<file path="src/rtl/mips_multicycle_ctrl_if.sv">
// rtl/mips_multicycle_ctrl_if.sv - controller/datapath signal bundle for the multicycle MIPS sequencer
interface mips_multicycle_ctrl_if;
  logic [5:0] opcode;
  logic [5:0] funct;
  logic       zero;
  logic       mem_ready;
  logic       pc_en;
  logic [1:0] pc_src;
  logic       i_or_d;
  logic       mem_read;
  logic       mem_write;
  logic       ir_write;
  logic       reg_dst;
  logic       mem_to_reg;
  logic       reg_write;
  logic       alu_src_a;
  logic [1:0] alu_src_b;
  logic [2:0] alu_control;
  logic [3:0] state;
  logic       illegal;

  // controller side: decodes instruction fields and drives datapath strobes
  modport master (
    input  opcode, funct, zero, mem_ready,
    output pc_en, pc_src, i_or_d, mem_read, mem_write, ir_write, reg_dst,
           mem_to_reg, reg_write, alu_src_a, alu_src_b, alu_control, state, illegal
  );

  // datapath side: supplies IR fields, ALU flag and memory handshake
  modport slave (
    output opcode, funct, zero, mem_ready,
    input  pc_en, pc_src, i_or_d, mem_read, mem_write, ir_write, reg_dst,
           mem_to_reg, reg_write, alu_src_a, alu_src_b, alu_control, state, illegal
  );
endinterface

</file>
<file path="src/rtl/mips_multicycle_ctrl.sv">
// rtl/mips_multicycle_ctrl.sv - multicycle MIPS control FSM; MC_PERF_CNT_EN adds cycle/retire counters
module mips_multicycle_ctrl #(
  parameter int TIMEOUT_CYCLES = 255,
  parameter int TIMEOUT_W      = 8
) (
  input  logic                    clk,
  input  logic                    reset,
  mips_multicycle_ctrl_if.master  bus
`ifdef MC_PERF_CNT_EN
  ,
  output logic [31:0]             cycle_count,
  output logic [31:0]             instr_retired
`endif
);

  typedef enum logic [3:0] {
    S_FETCH   = 4'd0,
    S_DECODE  = 4'd1,
    S_MEMADR  = 4'd2,
    S_MEMRD   = 4'd3,
    S_MEMWB   = 4'd4,
    S_MEMWR   = 4'd5,
    S_EXECUTE = 4'd6,
    S_ALUWB   = 4'd7,
    S_BRANCH  = 4'd8,
    S_ADDIEX  = 4'd9,
    S_ADDIWB  = 4'd10,
    S_JUMP    = 4'd11,
    S_ERROR   = 4'd15
  } state_t;

  // Moore part of the strobes; ir_write and the FETCH/BRANCH pc_en terms are added combinationally
  typedef struct packed {
    logic       pc_en;
    logic [1:0] pc_src;
    logic       i_or_d;
    logic       mem_read;
    logic       mem_write;
    logic       reg_dst;
    logic       mem_to_reg;
    logic       reg_write;
    logic       alu_src_a;
    logic [1:0] alu_src_b;
    logic [2:0] alu_control;
    logic       illegal;
  } ctrl_t;

  localparam bit                   TO_EN  = (TIMEOUT_CYCLES != 0);
  localparam logic [TIMEOUT_W-1:0] TO_LIM = TIMEOUT_W'(TIMEOUT_CYCLES);

  state_t               cur;
  state_t               nxt;
  ctrl_t                q;
  logic [TIMEOUT_W-1:0] wait_cnt;
  logic                 is_wait;
  logic                 timeout_hit;
  logic                 run;

  function automatic logic [2:0] alu_op(input logic [5:0] fn);
    case (fn)
      6'h20:   return 3'b010;
      6'h22:   return 3'b110;
      6'h24:   return 3'b000;
      6'h25:   return 3'b001;
      6'h2A:   return 3'b111;
      default: return 3'b010;
    endcase
  endfunction

  function automatic logic funct_ok(input logic [5:0] fn);
    return (fn == 6'h20) || (fn == 6'h22) || (fn == 6'h24) || (fn == 6'h25) || (fn == 6'h2A);
  endfunction

  function automatic ctrl_t decode(input state_t s, input logic [5:0] fn);
    ctrl_t c;
    c = '0;
    c.alu_control = 3'b010;
    case (s)
      S_FETCH:   begin c.mem_read = 1'b1; c.alu_src_b = 2'b01; end
      S_DECODE:  c.alu_src_b = 2'b11;
      S_MEMADR:  begin c.alu_src_a = 1'b1; c.alu_src_b = 2'b10; end
      S_MEMRD:   begin c.i_or_d = 1'b1; c.mem_read = 1'b1; end
      S_MEMWB:   begin c.mem_to_reg = 1'b1; c.reg_write = 1'b1; end
      S_MEMWR:   begin c.i_or_d = 1'b1; c.mem_write = 1'b1; end
      S_EXECUTE: begin c.alu_src_a = 1'b1; c.alu_control = alu_op(fn); end
      S_ALUWB:   begin c.reg_dst = 1'b1; c.reg_write = 1'b1; c.alu_control = alu_op(fn); end
      S_BRANCH:  begin c.alu_src_a = 1'b1; c.alu_control = 3'b110; c.pc_src = 2'b01; end
      S_ADDIEX:  begin c.alu_src_a = 1'b1; c.alu_src_b = 2'b10; end
      S_ADDIWB:  c.reg_write = 1'b1;
      S_JUMP:    begin c.pc_src = 2'b10; c.pc_en = 1'b1; end
      S_ERROR:   c.illegal = 1'b1;
      default:   c.illegal = 1'b1;
    endcase
    return c;
  endfunction

  assign is_wait     = (cur == S_FETCH) || (cur == S_MEMRD) || (cur == S_MEMWR);
  // the limit cycle is the one where the counter already equals TIMEOUT_CYCLES; a ready there still advances
  assign timeout_hit = TO_EN && !bus.mem_ready && (wait_cnt == TO_LIM);

  // next-state selection from current state, opcode/funct and memory handshake
  always_comb begin
    nxt = cur;
    case (cur)
      S_FETCH: begin
        if (bus.mem_ready)    nxt = S_DECODE;
        else if (timeout_hit) nxt = S_ERROR;
      end
      S_DECODE: begin
        case (bus.opcode)
          6'h23, 6'h2B: nxt = S_MEMADR;
          6'h00:        nxt = S_EXECUTE;
          6'h04:        nxt = S_BRANCH;
          6'h08:        nxt = S_ADDIEX;
          6'h02:        nxt = S_JUMP;
          default:      nxt = S_ERROR;
        endcase
      end
      S_MEMADR: begin
        if (bus.opcode == 6'h23)      nxt = S_MEMRD;
        else if (bus.opcode == 6'h2B) nxt = S_MEMWR;
        else                          nxt = S_ERROR;
      end
      S_MEMRD: begin
        if (bus.mem_ready)    nxt = S_MEMWB;
        else if (timeout_hit) nxt = S_ERROR;
      end
      S_MEMWR: begin
        if (bus.mem_ready)    nxt = S_FETCH;
        else if (timeout_hit) nxt = S_ERROR;
      end
      S_EXECUTE: nxt = funct_ok(bus.funct) ? S_ALUWB : S_ERROR;
      S_ADDIEX:  nxt = S_ADDIWB;
      S_MEMWB, S_ALUWB, S_BRANCH, S_ADDIWB, S_JUMP: nxt = S_FETCH;
      S_ERROR:   nxt = S_ERROR;
      default:   nxt = S_ERROR;
    endcase
  end

  // state, wait counter and strobes registered from the state being entered
  always_ff @(posedge clk or posedge reset) begin
    if (reset) begin
      cur      <= S_FETCH;
      wait_cnt <= '0;
      q        <= decode(S_FETCH, 6'd0);
    end else begin
      cur <= nxt;
      q   <= decode(nxt, bus.funct);
      if ((nxt == cur) && is_wait && !bus.mem_ready) wait_cnt <= wait_cnt + TIMEOUT_W'(1);
      else                                          wait_cnt <= '0;
    end
  end

  // reset forces the documented idle values without waiting for a clock
  assign run             = ~reset;
  assign bus.pc_en       = run & (q.pc_en | ((cur == S_FETCH) & bus.mem_ready) | ((cur == S_BRANCH) & bus.zero));
  assign bus.ir_write    = run & (cur == S_FETCH) & bus.mem_ready;
  assign bus.pc_src      = run ? q.pc_src : 2'b00;
  assign bus.i_or_d      = run & q.i_or_d;
  assign bus.mem_read    = run & q.mem_read;
  assign bus.mem_write   = run & q.mem_write;
  assign bus.reg_dst     = run & q.reg_dst;
  assign bus.mem_to_reg  = run & q.mem_to_reg;
  assign bus.reg_write   = run & q.reg_write;
  assign bus.alu_src_a   = run & q.alu_src_a;
  assign bus.alu_src_b   = run ? q.alu_src_b : 2'b00;
  assign bus.alu_control = run ? q.alu_control : 3'b010;
  assign bus.illegal     = run & q.illegal;
  assign bus.state       = cur;

`ifdef MC_PERF_CNT_EN
  // free-running cycle counter and count of instructions returning to FETCH
  always_ff @(posedge clk or posedge reset) begin
    if (reset) begin
      cycle_count   <= '0;
      instr_retired <= '0;
    end else begin
      cycle_count <= cycle_count + 32'd1;
      if ((nxt == S_FETCH) && (cur != S_FETCH)) instr_retired <= instr_retired + 32'd1;
    end
  end
`endif

endmodule

</file>
<file path="src/flat_wrapper.sv">
// flat-port wrapper written by rule: the top's interface ports become plain ports
module mips_multicycle_ctrl_flat 
#(
  parameter int TIMEOUT_CYCLES = 255,
  parameter int TIMEOUT_W      = 8
)
  (clk, reset, bus_opcode, bus_funct, bus_zero, bus_mem_ready, bus_pc_en, bus_pc_src, bus_i_or_d, bus_mem_read, bus_mem_write, bus_ir_write, bus_reg_dst, bus_mem_to_reg, bus_reg_write, bus_alu_src_a, bus_alu_src_b, bus_alu_control, bus_state, bus_illegal);
  mips_multicycle_ctrl_if bus_i ();
  input  logic clk;
  input  logic reset;
  input wire logic [$bits(bus_i.opcode)-1:0] bus_opcode;
  input wire logic [$bits(bus_i.funct)-1:0] bus_funct;
  input wire logic [$bits(bus_i.zero)-1:0] bus_zero;
  input wire logic [$bits(bus_i.mem_ready)-1:0] bus_mem_ready;
  output wire logic [$bits(bus_i.pc_en)-1:0] bus_pc_en;
  output wire logic [$bits(bus_i.pc_src)-1:0] bus_pc_src;
  output wire logic [$bits(bus_i.i_or_d)-1:0] bus_i_or_d;
  output wire logic [$bits(bus_i.mem_read)-1:0] bus_mem_read;
  output wire logic [$bits(bus_i.mem_write)-1:0] bus_mem_write;
  output wire logic [$bits(bus_i.ir_write)-1:0] bus_ir_write;
  output wire logic [$bits(bus_i.reg_dst)-1:0] bus_reg_dst;
  output wire logic [$bits(bus_i.mem_to_reg)-1:0] bus_mem_to_reg;
  output wire logic [$bits(bus_i.reg_write)-1:0] bus_reg_write;
  output wire logic [$bits(bus_i.alu_src_a)-1:0] bus_alu_src_a;
  output wire logic [$bits(bus_i.alu_src_b)-1:0] bus_alu_src_b;
  output wire logic [$bits(bus_i.alu_control)-1:0] bus_alu_control;
  output wire logic [$bits(bus_i.state)-1:0] bus_state;
  output wire logic [$bits(bus_i.illegal)-1:0] bus_illegal;
  assign bus_i.opcode = bus_opcode;
  assign bus_i.funct = bus_funct;
  assign bus_i.zero = bus_zero;
  assign bus_i.mem_ready = bus_mem_ready;
  assign bus_pc_en = bus_i.pc_en;
  assign bus_pc_src = bus_i.pc_src;
  assign bus_i_or_d = bus_i.i_or_d;
  assign bus_mem_read = bus_i.mem_read;
  assign bus_mem_write = bus_i.mem_write;
  assign bus_ir_write = bus_i.ir_write;
  assign bus_reg_dst = bus_i.reg_dst;
  assign bus_mem_to_reg = bus_i.mem_to_reg;
  assign bus_reg_write = bus_i.reg_write;
  assign bus_alu_src_a = bus_i.alu_src_a;
  assign bus_alu_src_b = bus_i.alu_src_b;
  assign bus_alu_control = bus_i.alu_control;
  assign bus_state = bus_i.state;
  assign bus_illegal = bus_i.illegal;
  mips_multicycle_ctrl #(.TIMEOUT_CYCLES(TIMEOUT_CYCLES), .TIMEOUT_W(TIMEOUT_W)) u_core (.clk(clk), .reset(reset), .bus(bus_i));
endmodule
</file>
<file path="config.mk">
export PLATFORM = sky130hd
export DESIGN_NAME = mips_multicycle_ctrl_flat
export DESIGN_NICKNAME = d
export VERILOG_FILES = /design/src/rtl/mips_multicycle_ctrl_if.sv /design/src/rtl/mips_multicycle_ctrl.sv /design/src/flat_wrapper.sv
export SDC_FILE = /design/constraint.sdc
export NUM_CORES = 1
export LEC_CHECK = 0
export ABC_CLOCK_PERIOD_IN_PS = 2600
export CAP_MARGIN = 20
export CELL_PAD_IN_SITES_DETAIL_PLACEMENT = 1
export CELL_PAD_IN_SITES_GLOBAL_PLACEMENT = 1
export CORE_MARGIN = 1
export CORE_UTILIZATION = 38
export CTS_BUF_LIST = sky130_fd_sc_hd__clkbuf_8 sky130_fd_sc_hd__clkbuf_16
export CTS_CLUSTER_SIZE = 25
export DETAILED_ROUTE_END_ITERATION = 8
export PLACE_DENSITY_LB_ADDON = 0.1
export RECOVER_POWER = 100
export SLEW_MARGIN = 0
export SYNTH_ARGS = -nofsm -noshare
export SYNTH_HDL_FRONTEND = slang
export SYNTH_SLANG_ARGS = --single-unit
</file>
<file path="constraint.sdc">
create_clock -name clk -period 2.6 [get_ports clk]
set_input_delay 0.65 -clock clk [delete_from_list [all_inputs] [get_ports clk]]
set_output_delay 0.65 -clock clk [all_outputs]
set_load 0.01 [all_outputs]
</file>
==> metrics <==
initial standard-cell utilization of the core 0.4092; final hold vios 0; Reg clk slew, reported paths 0.09 ns; initial antenna violation count 0; max-cap check violation count 0; share of synthesized cell area in full adder, half adder and majority cells 0.007429; number of global-route vias before repair 1,600; Flop pwr share 0.245; proportion of power drawn by the clock network 0.134; slowest library cell on the worst path clkdlybuf4s50_1; minimum clock period 2.563 ns; critical path class input pin to flop; Total Die Area 0.004702 mm2; worst hold margin 0.5283 ns; register bit total from synthesis 28; remaining antenna violation count 0; total power draw 2545 uW; CTS tree built; pre-CTS setup slack -0.2891 ns; combinational family with the most area after synthesis simple AND/OR/NAND/NOR gates; synthesized instance count 183; number of clock sinks 28; CTS Buf Count 3; Synth Area in Simple Gates 0.2949; Max Clock Freq 390.1 MHz; Fin Clk Skew 0.001256 ns; post-synth cell types 51; global placement routability congestion 0.8535; nets in the synthesized netlist 200; routed length per placed instance 17.02 um; post-synthesis mux area share 0.01189; synthesized area per cell 9.203 um2; cell internal pwr 1469 uW; CP endpoint kind flop; compound-cell area share of the yosys netlist 0.1538; number of placement rows 23; most frequently used flop master after synthesis dfrtp_1; Post-Synthesis Cell Area 0.001684 mm2; worst-case vdd ir drop 0.4882 mV; worst hold path class flop to flop; sw power 1076 uW; Worst Path Max Fanout 10; count of boundary I/O pins 37; H-tree levels 1; final worst setup slack 0.03679 ns; I/O Buffers 36; startpoint kind of the worst setup timing path input pin; total instance count after detailed placement 287; number of enable flip-flop cells after synthesis 0; buffer levels on the longest clock path 2; area of the core 0.004115 mm2; global-route usage over all layers 0.2252; Antenna diodes 0; endpoints failing setup 0; Largest stage delay, worst path 0.44 ns; sequential area share after synthesis 0.4183; detailed-router iteration count before antenna repair 4; series of cell instances along the critical path clkdlybuf4s50_1, buf_4, or2_1, o32ai_2, o21ai_0, and3_4, buf_8, nor4_1; Sw Ratio 0.4228; async set-or-reset flop fraction in the synthesized netlist 1.000; number of slew-limit violations in the final report 0; height of the chip 68.57 um; number of buffers inserted to repair setup after CTS 0; required time of the critical path 2.75 ns; worst rel slew slack 0.5593; DRC violation total after the first TritonRoute iteration 86; die outline width 68.57 um; Clock Root Buffer clkbuf_8; proportion of layout cells with a drive suffix above 1 0.2199; post-DR vias/cell 5.488; transition time at the pin with the least slew margin 0.6611 ns; via count of the routed design 1,597; leakage power of the design 0.001036 uW; power density over cell area 1082 mW/mm2; pin count of the biggest net entering global routing 28; synth-to-layout area growth 39.67%; final worst path period share 0.9859; Logic pwr share 0.622; synth warn 0; DRC errors left 0; xor-xnor portion of the synthesized cell area 0.05201; leftover overflow at the end of global routing 0; final instance count without filler cells 291; data arrival time of the worst path 2.72 ns; clock latency on the worst-skew pair 0.27 ns; post-detail-place hpwl 3.655 mm; global-route wire length before repair 7.728 mm; wire length after detailed routing 4.953 mm; setup TNS after final layout 0 ns; total number of nets in the final design 259; outcome completed
-- area by class of cell --
type,instances,area (um2)
clock buffers,3,41.29
clock inverters,1,30.03
fillers,479,1763
inverters,10,40.04
multi-input cells,135,920.9
flip-flops and latches,28,704.4
well taps,50,62.56
repair buffers,64,553.0
-- cells in the mapped netlist (2+ instances only) --
master / number / area, um2
a21oi_1: 4 / 20.02
a31oi_1: 2 / 12.51
and3_1: 3 / 18.77
buf_2: 3 / 15.01
buf_6: 3 / 33.78
clkbuf_1: 4 / 15.01
dfrtp_1: 25 / 625.6
dfstp_2: 3 / 78.83
inv_1: 8 / 30.03
mux2i_1: 2 / 20.02
nand2_1: 13 / 48.80
nand2b_1: 2 / 12.51
nand3_1: 5 / 25.02
nand3b_1: 2 / 15.01
nand4_1: 3 / 18.77
nor2_1: 16 / 60.06
nor2b_1: 19 / 118.9
nor3_1: 7 / 35.03
nor4_1: 6 / 37.54
o211ai_1: 2 / 15.01
o21a_1: 2 / 15.01
o21ai_0: 4 / 20.02
o21ai_1: 2 / 10.01
o311ai_0: 2 / 17.52
o32ai_1: 4 / 35.03
or2_2: 2 / 12.51
or3_1: 3 / 18.77
xnor2_1: 3 / 26.28
xor2_1: 7 / 61.31
-- per-layer routing --
layer  vias up  share of wire  global-route usage
met1       797           0.44              0.3001
met5         -              0                   0
li1        759              -                   -
met2        37           0.52              0.3799
met4         0         0.0073             0.07292
met3         4          0.037             0.02467
-- repair_timing --
action	4_1_cts	5_1_grt
endpoints found under the setup margin	17	12
pin swaps	0	1
hold buffers	0	0
resized for setup	17	11
-- sequential cells by signal, summed over array words and instances (netlist names) --
name and flops:
u_core.q 16, u_core.wait_cnt 8, u_core.bus.state 4
-- metrics by stage --
| stage | area [um2] | util |
|---|---|---|
| after floorplan | 1684 | - |
| after global placement | 2253 | 0.5476 |
| after detailed placement | 2253 | 0.5476 |
| after CTS | 2306 | 0.5604 |
| after global routing | 2352 | 0.5716 |
| final | 2352 | 0.5716 |
-- critical path: cells and delay by family --
| family | cells | cell delay (ns) |
|---|---|---|
| buffers and inverters | 3 | 0.76 |
| and+or+nand+nor | 3 | 0.78 |
| AOI/OAI and AO/OA | 2 | 0.52 |
-- cells by family after synthesis --
family | after synthesis
muxes | 2
and+or+nand+nor | 89
buffers and inverters | 20
xor gates and xnor gates | 10
DFF | 28
adders and majority gates | 1
AOI/OAI and AO/OA | 33
-- worst paths after layout --
| path | slack (ns) | from | end | depth (start not counted) |
|---|---|---|---|---|
| setup / recovery | 0.04 | bus_mem_ready | u_core.q[15] | 8 |
| hold / removal | 0.53 | u_core.wait_cnt[0] | u_core.wait_cnt[0] | 1 |
| hold reg to reg | 0.53 | u_core.wait_cnt[0] | u_core.wait_cnt[0] | 1 |
| setup reg to reg | 0.34 | u_core.bus.state[0] | u_core.q[10] | 7 |
| min in group asynchronous | 0.74 | reset | u_core.q[8] | 3 |
| max in group asynchronous | 1.07 | reset | u_core.wait_cnt[1] | 4 |
-- power by group through the flow --
stage | clock network (uW) | logic, uW | registers [uW]
global placement | 0 | 1420 | 628
global route | 366 | 1710 | 637
floorplan | 0 | 898 | 608
CTS | 353 | 1480 | 625
detailed placement | 0 | 1480 | 633
finish | 340 | 1580 | 623
-- cell usage in the layout (no fill, tap or decap), drive strengths merged, types with 7 or more instances in the layout --
master	count
clkdlybuf4s50	17
xor2	7
dfrtp	25
nand2	13
buf	25
nor2b	19
nor3	7
inv	10
nor2	16
dlygate4sd2	16
nor4	7
Note: power is estimated with default switching activity, not from simulation.
